### config.mk
export PLATFORM = sky130hd
export DESIGN_NAME = id_ctrl_pipe
export DESIGN_NICKNAME = d
export VERILOG_FILES = /design/src/rtl/ctrl_pkg.sv /design/src/rtl/ctrl_decode.sv /design/src/rtl/id_ctrl_pipe.sv
export SDC_FILE = /design/constraint.sdc
export NUM_CORES = 1
export LEC_CHECK = 0
export ABC_AREA = 1
export BUFFER_PORTS_ARGS = -buffer_cell sky130_fd_sc_hd__clkbuf_2
export CORE_ASPECT_RATIO = 1.75
export CORE_MARGIN = 5
export CORE_UTILIZATION = 51
export CTS_CLUSTER_DIAMETER = 30
export CTS_CLUSTER_SIZE = 16
export DETAILED_ROUTE_END_ITERATION = 7
export PLACE_DENSITY = 0.74
export RECOVER_POWER = 100
export SYNTH_ARGS = -nofsm -noshare
export SYNTH_HDL_FRONTEND = slang
export SYNTH_HIERARCHICAL = 1
export SYNTH_SLANG_ARGS = --single-unit
### constraint.sdc
create_clock -name CLK -period 1.35 [get_ports CLK]
set_input_delay 0.0675 -clock CLK [delete_from_list [all_inputs] [get_ports CLK]]
set_output_delay 0.0675 -clock CLK [all_outputs]
set_load 0.01 [all_outputs]
### src/rtl/ctrl_pkg.sv
// ID-stage control encodings, opcode/funct values and control bundle types.
package ctrl_pkg;

  localparam int unsigned OP_W  = 6;
  localparam int unsigned FN_W  = 6;

  // Opcodes (instruction[31:26])
  localparam logic [OP_W-1:0] OP_RTYPE = 6'b000000;
  localparam logic [OP_W-1:0] OP_J     = 6'b000010;
  localparam logic [OP_W-1:0] OP_JAL   = 6'b000011;
  localparam logic [OP_W-1:0] OP_BEQ   = 6'b000100;
  localparam logic [OP_W-1:0] OP_BNE   = 6'b000101;
  localparam logic [OP_W-1:0] OP_ADDI  = 6'b001000;
  localparam logic [OP_W-1:0] OP_SLTI  = 6'b001010;
  localparam logic [OP_W-1:0] OP_ANDI  = 6'b001100;
  localparam logic [OP_W-1:0] OP_ORI   = 6'b001101;
  localparam logic [OP_W-1:0] OP_LW    = 6'b100011;
  localparam logic [OP_W-1:0] OP_SW    = 6'b101011;

  // R-type funct codes (instruction[5:0])
  localparam logic [FN_W-1:0] FN_JR    = 6'b001000;
  localparam logic [FN_W-1:0] FN_JALR  = 6'b001001;
  localparam logic [FN_W-1:0] FN_MFHI  = 6'b010000;
  localparam logic [FN_W-1:0] FN_MFLO  = 6'b010010;
  localparam logic [FN_W-1:0] FN_MULT  = 6'b011000;
  localparam logic [FN_W-1:0] FN_DIV   = 6'b011010;

  localparam logic [1:0] JUMP_NONE = 2'b00;
  localparam logic [1:0] JUMP_J    = 2'b01;
  localparam logic [1:0] JUMP_REG  = 2'b10;

  localparam logic [1:0] REGDST_RT = 2'b00;
  localparam logic [1:0] REGDST_RD = 2'b01;
  localparam logic [1:0] REGDST_RA = 2'b10;

  localparam logic [1:0] MTR_ALU   = 2'b00;
  localparam logic [1:0] MTR_MEM   = 2'b01;
  localparam logic [1:0] MTR_LINK  = 2'b10;

  localparam logic [2:0] ALU_ADD   = 3'b000;
  localparam logic [2:0] ALU_RTYPE = 3'b001;
  localparam logic [2:0] ALU_AND   = 3'b010;
  localparam logic [2:0] ALU_OR    = 3'b011;
  localparam logic [2:0] ALU_BEQ   = 3'b100;
  localparam logic [2:0] ALU_BNE   = 3'b101;
  localparam logic [2:0] ALU_SLT   = 3'b110;
  localparam logic [2:0] ALU_JUMP  = 3'b111;

  localparam logic [1:0] HILO_NONE = 2'b00;
  localparam logic [1:0] HILO_LO   = 2'b01;
  localparam logic [1:0] HILO_HI   = 2'b10;

  typedef struct packed {
    logic [1:0] memtoreg;
    logic       regwrite;
  } wb_t;

  typedef struct packed {
    logic memread;
    logic memwrite;
  } mem_t;

  typedef struct packed {
    logic [2:0] aluop;
    logic       alusrc;
    logic [1:0] hilo;
  } ex_t;

  typedef struct packed {
    logic [1:0] jump;
    logic [1:0] regdst;
    wb_t        wb;
    mem_t       mem;
    ex_t        ex;
  } ctrl_t;

  localparam ctrl_t CTRL_BUBBLE = '0;

endpackage

### src/rtl/ctrl_decode.sv
// Combinational opcode/funct decode table. Optional macro: ID_CTRL_JALR_EN
// enables the jalr funct decode; otherwise that funct falls to the R default.
module ctrl_decode
  import ctrl_pkg::*;
(
  input  logic [OP_W-1:0] opcode,
  input  logic [FN_W-1:0] funct,
  output ctrl_t           ctrl,
  output logic            is_muldiv,
  output logic            is_hilo_read,
  output logic            illegal
);

  // Decode table: start from an all-zero bundle, then fill per instruction
  always_comb begin
    ctrl         = CTRL_BUBBLE;
    is_muldiv    = 1'b0;
    is_hilo_read = 1'b0;
    illegal      = 1'b0;
    case (opcode)
      OP_RTYPE: begin
        ctrl.regdst      = REGDST_RD;
        ctrl.ex.aluop    = ALU_RTYPE;
        ctrl.wb.memtoreg = MTR_ALU;
        ctrl.wb.regwrite = 1'b1;
        case (funct)
          FN_JR:   ctrl.jump = JUMP_REG;
          FN_MULT,
          FN_DIV: begin
            ctrl.wb.regwrite = 1'b0;
            is_muldiv        = 1'b1;
          end
          FN_MFHI: begin
            ctrl.ex.hilo = HILO_HI;
            is_hilo_read = 1'b1;
          end
          FN_MFLO: begin
            ctrl.ex.hilo = HILO_LO;
            is_hilo_read = 1'b1;
          end
`ifdef ID_CTRL_JALR_EN
          FN_JALR: begin
            ctrl.jump        = JUMP_REG;
            ctrl.wb.memtoreg = MTR_LINK;
            ctrl.ex.aluop    = ALU_JUMP;
          end
`endif
          default: ;
        endcase
      end
      OP_J: begin
        ctrl.jump     = JUMP_J;
        ctrl.ex.aluop = ALU_JUMP;
      end
      OP_JAL: begin
        ctrl.jump        = JUMP_J;
        ctrl.regdst      = REGDST_RA;
        ctrl.wb.memtoreg = MTR_LINK;
        ctrl.wb.regwrite = 1'b1;
        ctrl.ex.aluop    = ALU_JUMP;
      end
      OP_ADDI, OP_ANDI, OP_ORI, OP_SLTI: begin
        ctrl.regdst      = REGDST_RT;
        ctrl.ex.alusrc   = 1'b1;
        ctrl.wb.regwrite = 1'b1;
        case (opcode)
          OP_ANDI: ctrl.ex.aluop = ALU_AND;
          OP_ORI:  ctrl.ex.aluop = ALU_OR;
          OP_SLTI: ctrl.ex.aluop = ALU_SLT;
          default: ctrl.ex.aluop = ALU_ADD;
        endcase
      end
      OP_BEQ: ctrl.ex.aluop = ALU_BEQ;
      OP_BNE: ctrl.ex.aluop = ALU_BNE;
      OP_LW: begin
        ctrl.regdst      = REGDST_RT;
        ctrl.ex.alusrc   = 1'b1;
        ctrl.mem.memread = 1'b1;
        ctrl.wb.memtoreg = MTR_MEM;
        ctrl.wb.regwrite = 1'b1;
      end
      OP_SW: begin
        ctrl.ex.alusrc    = 1'b1;
        ctrl.mem.memwrite = 1'b1;
      end
      default: illegal = 1'b1;
    endcase
  end

endmodule

### src/rtl/id_ctrl_pipe.sv
// ID/EX control register stage with flush/stall gating and HI/LO busy tracking.
// Optional macro: ID_CTRL_JALR_EN (jalr decode, handled in ctrl_decode).
module id_ctrl_pipe
  import ctrl_pkg::*;
#(
  parameter int unsigned MULT_CYCLES = 4,
  parameter int unsigned DIV_CYCLES  = 32,
  parameter int unsigned CNT_W       =
    $clog2(((MULT_CYCLES > DIV_CYCLES) ? MULT_CYCLES : DIV_CYCLES) + 1)
)(
  input  logic            CLK,
  input  logic            RESET,
  input  logic            ID_Valid,
  input  logic [OP_W-1:0] opcode,
  input  logic [FN_W-1:0] funct,
  input  logic            Flush,
  input  logic            Stall_in,
  output logic [1:0]      Jump,
  output logic            Stall,
  output logic            EX_Valid,
  output logic [1:0]      EX_RegDst,
  output logic [2:0]      EX_WB,
  output logic [1:0]      EX_MEM,
  output logic [5:0]      EX_EX,
  output logic            HiLo_Busy,
  output logic            Illegal
);

  typedef enum logic {ST_IDLE = 1'b0, ST_BUSY = 1'b1} busy_state_t;

  ctrl_t            dec;
  logic             is_muldiv;
  logic             is_hilo_read;
  logic             dec_illegal;
  logic             issue;
  logic [CNT_W-1:0] cnt;
  logic [CNT_W-1:0] load_val;
  busy_state_t      state;

  ctrl_decode u_decode (
    .opcode       (opcode),
    .funct        (funct),
    .ctrl         (dec),
    .is_muldiv    (is_muldiv),
    .is_hilo_read (is_hilo_read),
    .illegal      (dec_illegal)
  );

  // Hazard, issue qualification and gated jump select
  assign Stall    = ID_Valid & HiLo_Busy & (is_muldiv | is_hilo_read);
  assign issue    = ID_Valid & ~Stall & ~Stall_in & ~Flush;
  assign Jump     = issue ? dec.jump : JUMP_NONE;
  assign load_val = (funct == FN_DIV) ? CNT_W'(DIV_CYCLES) : CNT_W'(MULT_CYCLES);

  // ID/EX register: reset > flush > external hold > hazard/empty bubble > load
  always_ff @(posedge CLK) begin
    if (RESET || Flush) begin
      EX_Valid  <= 1'b0;
      EX_RegDst <= '0;
      EX_WB     <= '0;
      EX_MEM    <= '0;
      EX_EX     <= '0;
      Illegal   <= 1'b0;
    end else if (Stall_in) begin
      Illegal   <= 1'b0;
    end else if (Stall || !ID_Valid) begin
      EX_Valid  <= 1'b0;
      EX_RegDst <= '0;
      EX_WB     <= '0;
      EX_MEM    <= '0;
      EX_EX     <= '0;
      Illegal   <= 1'b0;
    end else begin
      EX_Valid  <= 1'b1;
      EX_RegDst <= dec.regdst;
      EX_WB     <= dec.wb;
      EX_MEM    <= dec.mem;
      EX_EX     <= dec.ex;
      Illegal   <= dec_illegal;
    end
  end

  // HI/LO busy FSM: load on mult/div issue, count down to zero otherwise
  always_ff @(posedge CLK) begin
    if (RESET) begin
      state     <= ST_IDLE;
      cnt       <= '0;
      HiLo_Busy <= 1'b0;
    end else if (issue && is_muldiv) begin
      state     <= ST_BUSY;
      cnt       <= load_val;
      HiLo_Busy <= 1'b1;
    end else begin
      case (state)
        ST_BUSY: begin
          cnt <= cnt - CNT_W'(1);
          if (cnt == CNT_W'(1)) begin
            state     <= ST_IDLE;
            HiLo_Busy <= 1'b0;
          end
        end
        default: ;
      endcase
    end
  end

endmodule

==> results.sh <==
export IMPL_status="complete, no violations"
export IMPL_die_area_um2=3725
export IMPL_worstPathMaxFanout=4
export IMPL_yosysWarnings=6
export IMPL_fin_crit_ns=1.258
export IMPL_critPathRequiredTime_ns=1.28
export IMPL_antenna_found_initial=0
export IMPL_nets=278
export IMPL_dp_slack_ns=-0.09775
export IMPL_cts_inserted_buffers=3
export IMPL_drive_above_1_share=0.2287
export IMPL_final_cell_area_um2=1700
export IMPL_routed_via_density=4.993
export IMPL_totalPowerFinal_uw=1272
export IMPL_first_global_vias=1445
export IMPL_fin_worst_skew_ns=0.001207
export IMPL_powerDensity_nw_per_um2=748.1
export IMPL_endpoint_kind="output port"
export IMPL_hold_path_class="primary input to register"
export IMPL_r2r_end="cnt[4]$_SDFFE_PP0P_"
export IMPL_drt_initial_drc_count=31
export IMPL_finalSetupViolations=0
export IMPL_grt_use_total=0.1861
export IMPL_syn_inst=205
export IMPL_yosys_register_bits=23
export IMPL_coreArea_um2=2492
export IMPL_path_class="primary input to output port"
export IMPL_cts_sinks=23
export IMPL_grt_pass1_wl_mm=5.844
export IMPL_grt_max_degree=16
export IMPL_yosysSeqAreaShare=0.3511
export IMPL_final_util=0.6822
export IMPL_htree_num_levels=1
export IMPL_wire_per_inst_um=11.35
export IMPL_period_share=0.9320
export IMPL_portBuffers=35
export IMPL_drv_slew=0
export IMPL_fmax_mhz=794.8
export IMPL_routabilityCongestion=0.8041
export IMPL_clk_pin_slew_ns=0.08
export IMPL_relSlewSlack=0.6678
export IMPL_grt_use_met3=0.02907
export IMPL_die_w_um=48.33
export IMPL_crit_arrival_ns=1.19
export IMPL_met2_usage=0.3613
export IMPL_startpoint_type="primary input"
export IMPL_avgSynthCellArea_um2=6.396
export IMPL_hold_viol_final=0
export IMPL_dr_total_vias=1418
export IMPL_n_antenna_cell=0
export IMPL_ant_nets=0
export IMPL_crit_slowest_cell="nor2_4"
export IMPL_cts_root_buf="clkbuf_8"
export IMPL_cp_num_buf_inv=2
export IMPL_grt_util_met1=0.1916
export IMPL_holdWs_ns=0.1041
export IMPL_overflow=0
export IMPL_placedInstanceArea_um2=1608
export IMPL_hp_start="funct[1]"
export IMPL_tightest_slew_ns=0.4971
export IMPL_rr_startpoint="cnt[0]$_SDFFE_PP0P_"
export IMPL_max_vdd_ir_drop_mv=0.4313
export IMPL_initial_core_util=0.5261
export IMPL_clockBufferDepth=2
export IMPL_rr_worst_depth=6
export IMPL_synthToLayoutAreaGrowth_pct=29.68
export IMPL_hpwl_mm=2.586
export IMPL_worst_slack_ns=0.09177
export IMPL_num_io_pins=36
export IMPL_row_count=24
export IMPL_p_leak_uw=0.0008290
export IMPL_firstDrtPassIters=4
export IMPL_crit_chain="clkbuf_2 > nor2_4 > nand3_4 > nor2_4 > nor2_1 > nor2_4 > nor2_8 > and3_1 > clkbuf_2"
export IMPL_layout_common_cells="nand2_1, inv_1, nor2_1, dfxtp_1"
export IMPL_netlist_area_um2=1311
export IMPL_tritoncts="built"
export IMPL_clock_latency_ns=0.26
export IMPL_rsz0062_at_grt="false"
export IMPL_critPathTopFamily="simple AND/OR/NAND/NOR gates"
export IMPL_wl_mm=3.224
export IMPL_path_common_cell="nor2_4"
export IMPL_slowest_delay_ns=0.18
export IMPL_synth_fp_nets=224
export IMPL_grt_busiest_layer="met2"
export IMPL_final_common_cell="nand2_1"
export IMPL_drc=0
export IMPL_min_to="EX_EX[1]$_SDFFE_PP0N_"
export IMPL_rrSetupSlack_ns=0.15
export IMPL_ys_types=27
export IMPL_maxCapViolCount=0
export IMPL_die_h_um=77.08
export IMPL_hold_path_depth=4
-- state kept, by name, indices dropped and copies added, names as in the netlist --
register	cells
EX_EX	6
cnt	6
EX_WB	3
EX_MEM	2
EX_RegDst	2
EX_Valid	1
HiLo_Busy	1
Illegal	1
state	1
-- worst max-delay path by stage --
stage | startpoint | endpoint | slack [ns] | depth (start not counted)
finish | opcode[2] | Jump[1] | 0.09 | 9
global route | opcode[2] | Jump[0] | 0.003 | 9
global placement | funct[4] | cnt[5]$_SDFFE_PP0P_ | -0.05 | 11
floorplan | opcode[5] | EX_Valid$_SDFFE_PP0N_ | 0.06 | 9
detailed placement | funct[4] | cnt[5]$_SDFFE_PP0P_ | -0.1 | 11
CTS | HiLo_Busy$_SDFFE_PP0P_ | Jump[1] | 0.01 | 5
-- cells in the mapped netlist --
cell type  instances  share of area
nand3_2            1         0.0076
nor2_4             2          0.017
dfxtp_1           23           0.35
o211ai_1           1         0.0057
o21ai_1            1         0.0038
ha_1               2          0.019
clkbuf_1           2         0.0057
and3_1             2         0.0095
nand4_2            1         0.0095
nor3_1             2         0.0076
a21oi_1           19          0.073
nand3b_1           1         0.0057
a31oi_1            1         0.0048
buf_6              1         0.0086
nor3b_1            1         0.0057
nand4_1            5          0.024
nor2_1            30          0.086
nor2_2             4          0.019
nor2_8             1          0.015
nand2_1           54           0.15
o21ai_0            6          0.023
buf_4              1         0.0057
nand3_1           10          0.038
inv_2              2         0.0057
nor4_1             1         0.0048
clkbuf_2           1         0.0038
inv_1             30          0.086
-- worst register-to-register path, cell delays in order, from the launching register on --
cell and delay, ns:
dfxtp_1 0.34, inv_1 0.13, ha_1 0.18, inv_1 0.04, nor2_1 0.15, a31oi_1 0.10, nor3b_1 0.19
-- stage by stage --
step,cells,TNS (ns)
after floorplan,205,0
after global placement,277,-0.1622
after detailed placement,277,-0.7096
after CTS,284,0
after global routing,284,0
final,284,0
-- per-layer routing --
metal | up-vias | routed length, µm
met3 | 2 | 88
met1 | 647 | 1218
met5 | - | 0
met2 | 16 | 1894
met4 | 0 | 23
li1 | 753 | -
-- power breakdown --
group	leakage, µW	total, µW	internal, µW	switching [µW]
sequential	0.000186	682	680	1.34
combinational	0.000618	163	67.5	95.1
clock	0.0000255	428	206	222
total	0.000829	1270	954	318
-- repair_timing --
item                       in CTS  in global routing
setup buffers                   2                  0
setup endpoints to repair       2                  4
hold endpoints to repair        2                  0
gates resized for setup         1                 10
hold buffers                    1                  0
pin swaps                       1                  1
-- logic make-up after synthesis --
group | after synthesis | synth area share
AND/OR/NAND/NOR | 115 | 0.4046
AO/OA/AOI/OAI | 28 | 0.1097
adder cells (fa/ha/maj) | 2 | 0.01908
buffers and inverters | 37 | 0.1155
flip-flops | 23 | 0.3511
-- final cells by class --
cell class / instances / area (µm²)
repair buffers: 54 / 300.3
multi-input cells: 145 / 739.5
well taps: 26 / 32.53
clock buffers: 3 / 41.29
fillers: 248 / 792.0
inverters: 32 / 120.1
clock inverters: 1 / 5.005
flip-flops and latches: 23 / 461.7
(Power assumes the default switching activity.)
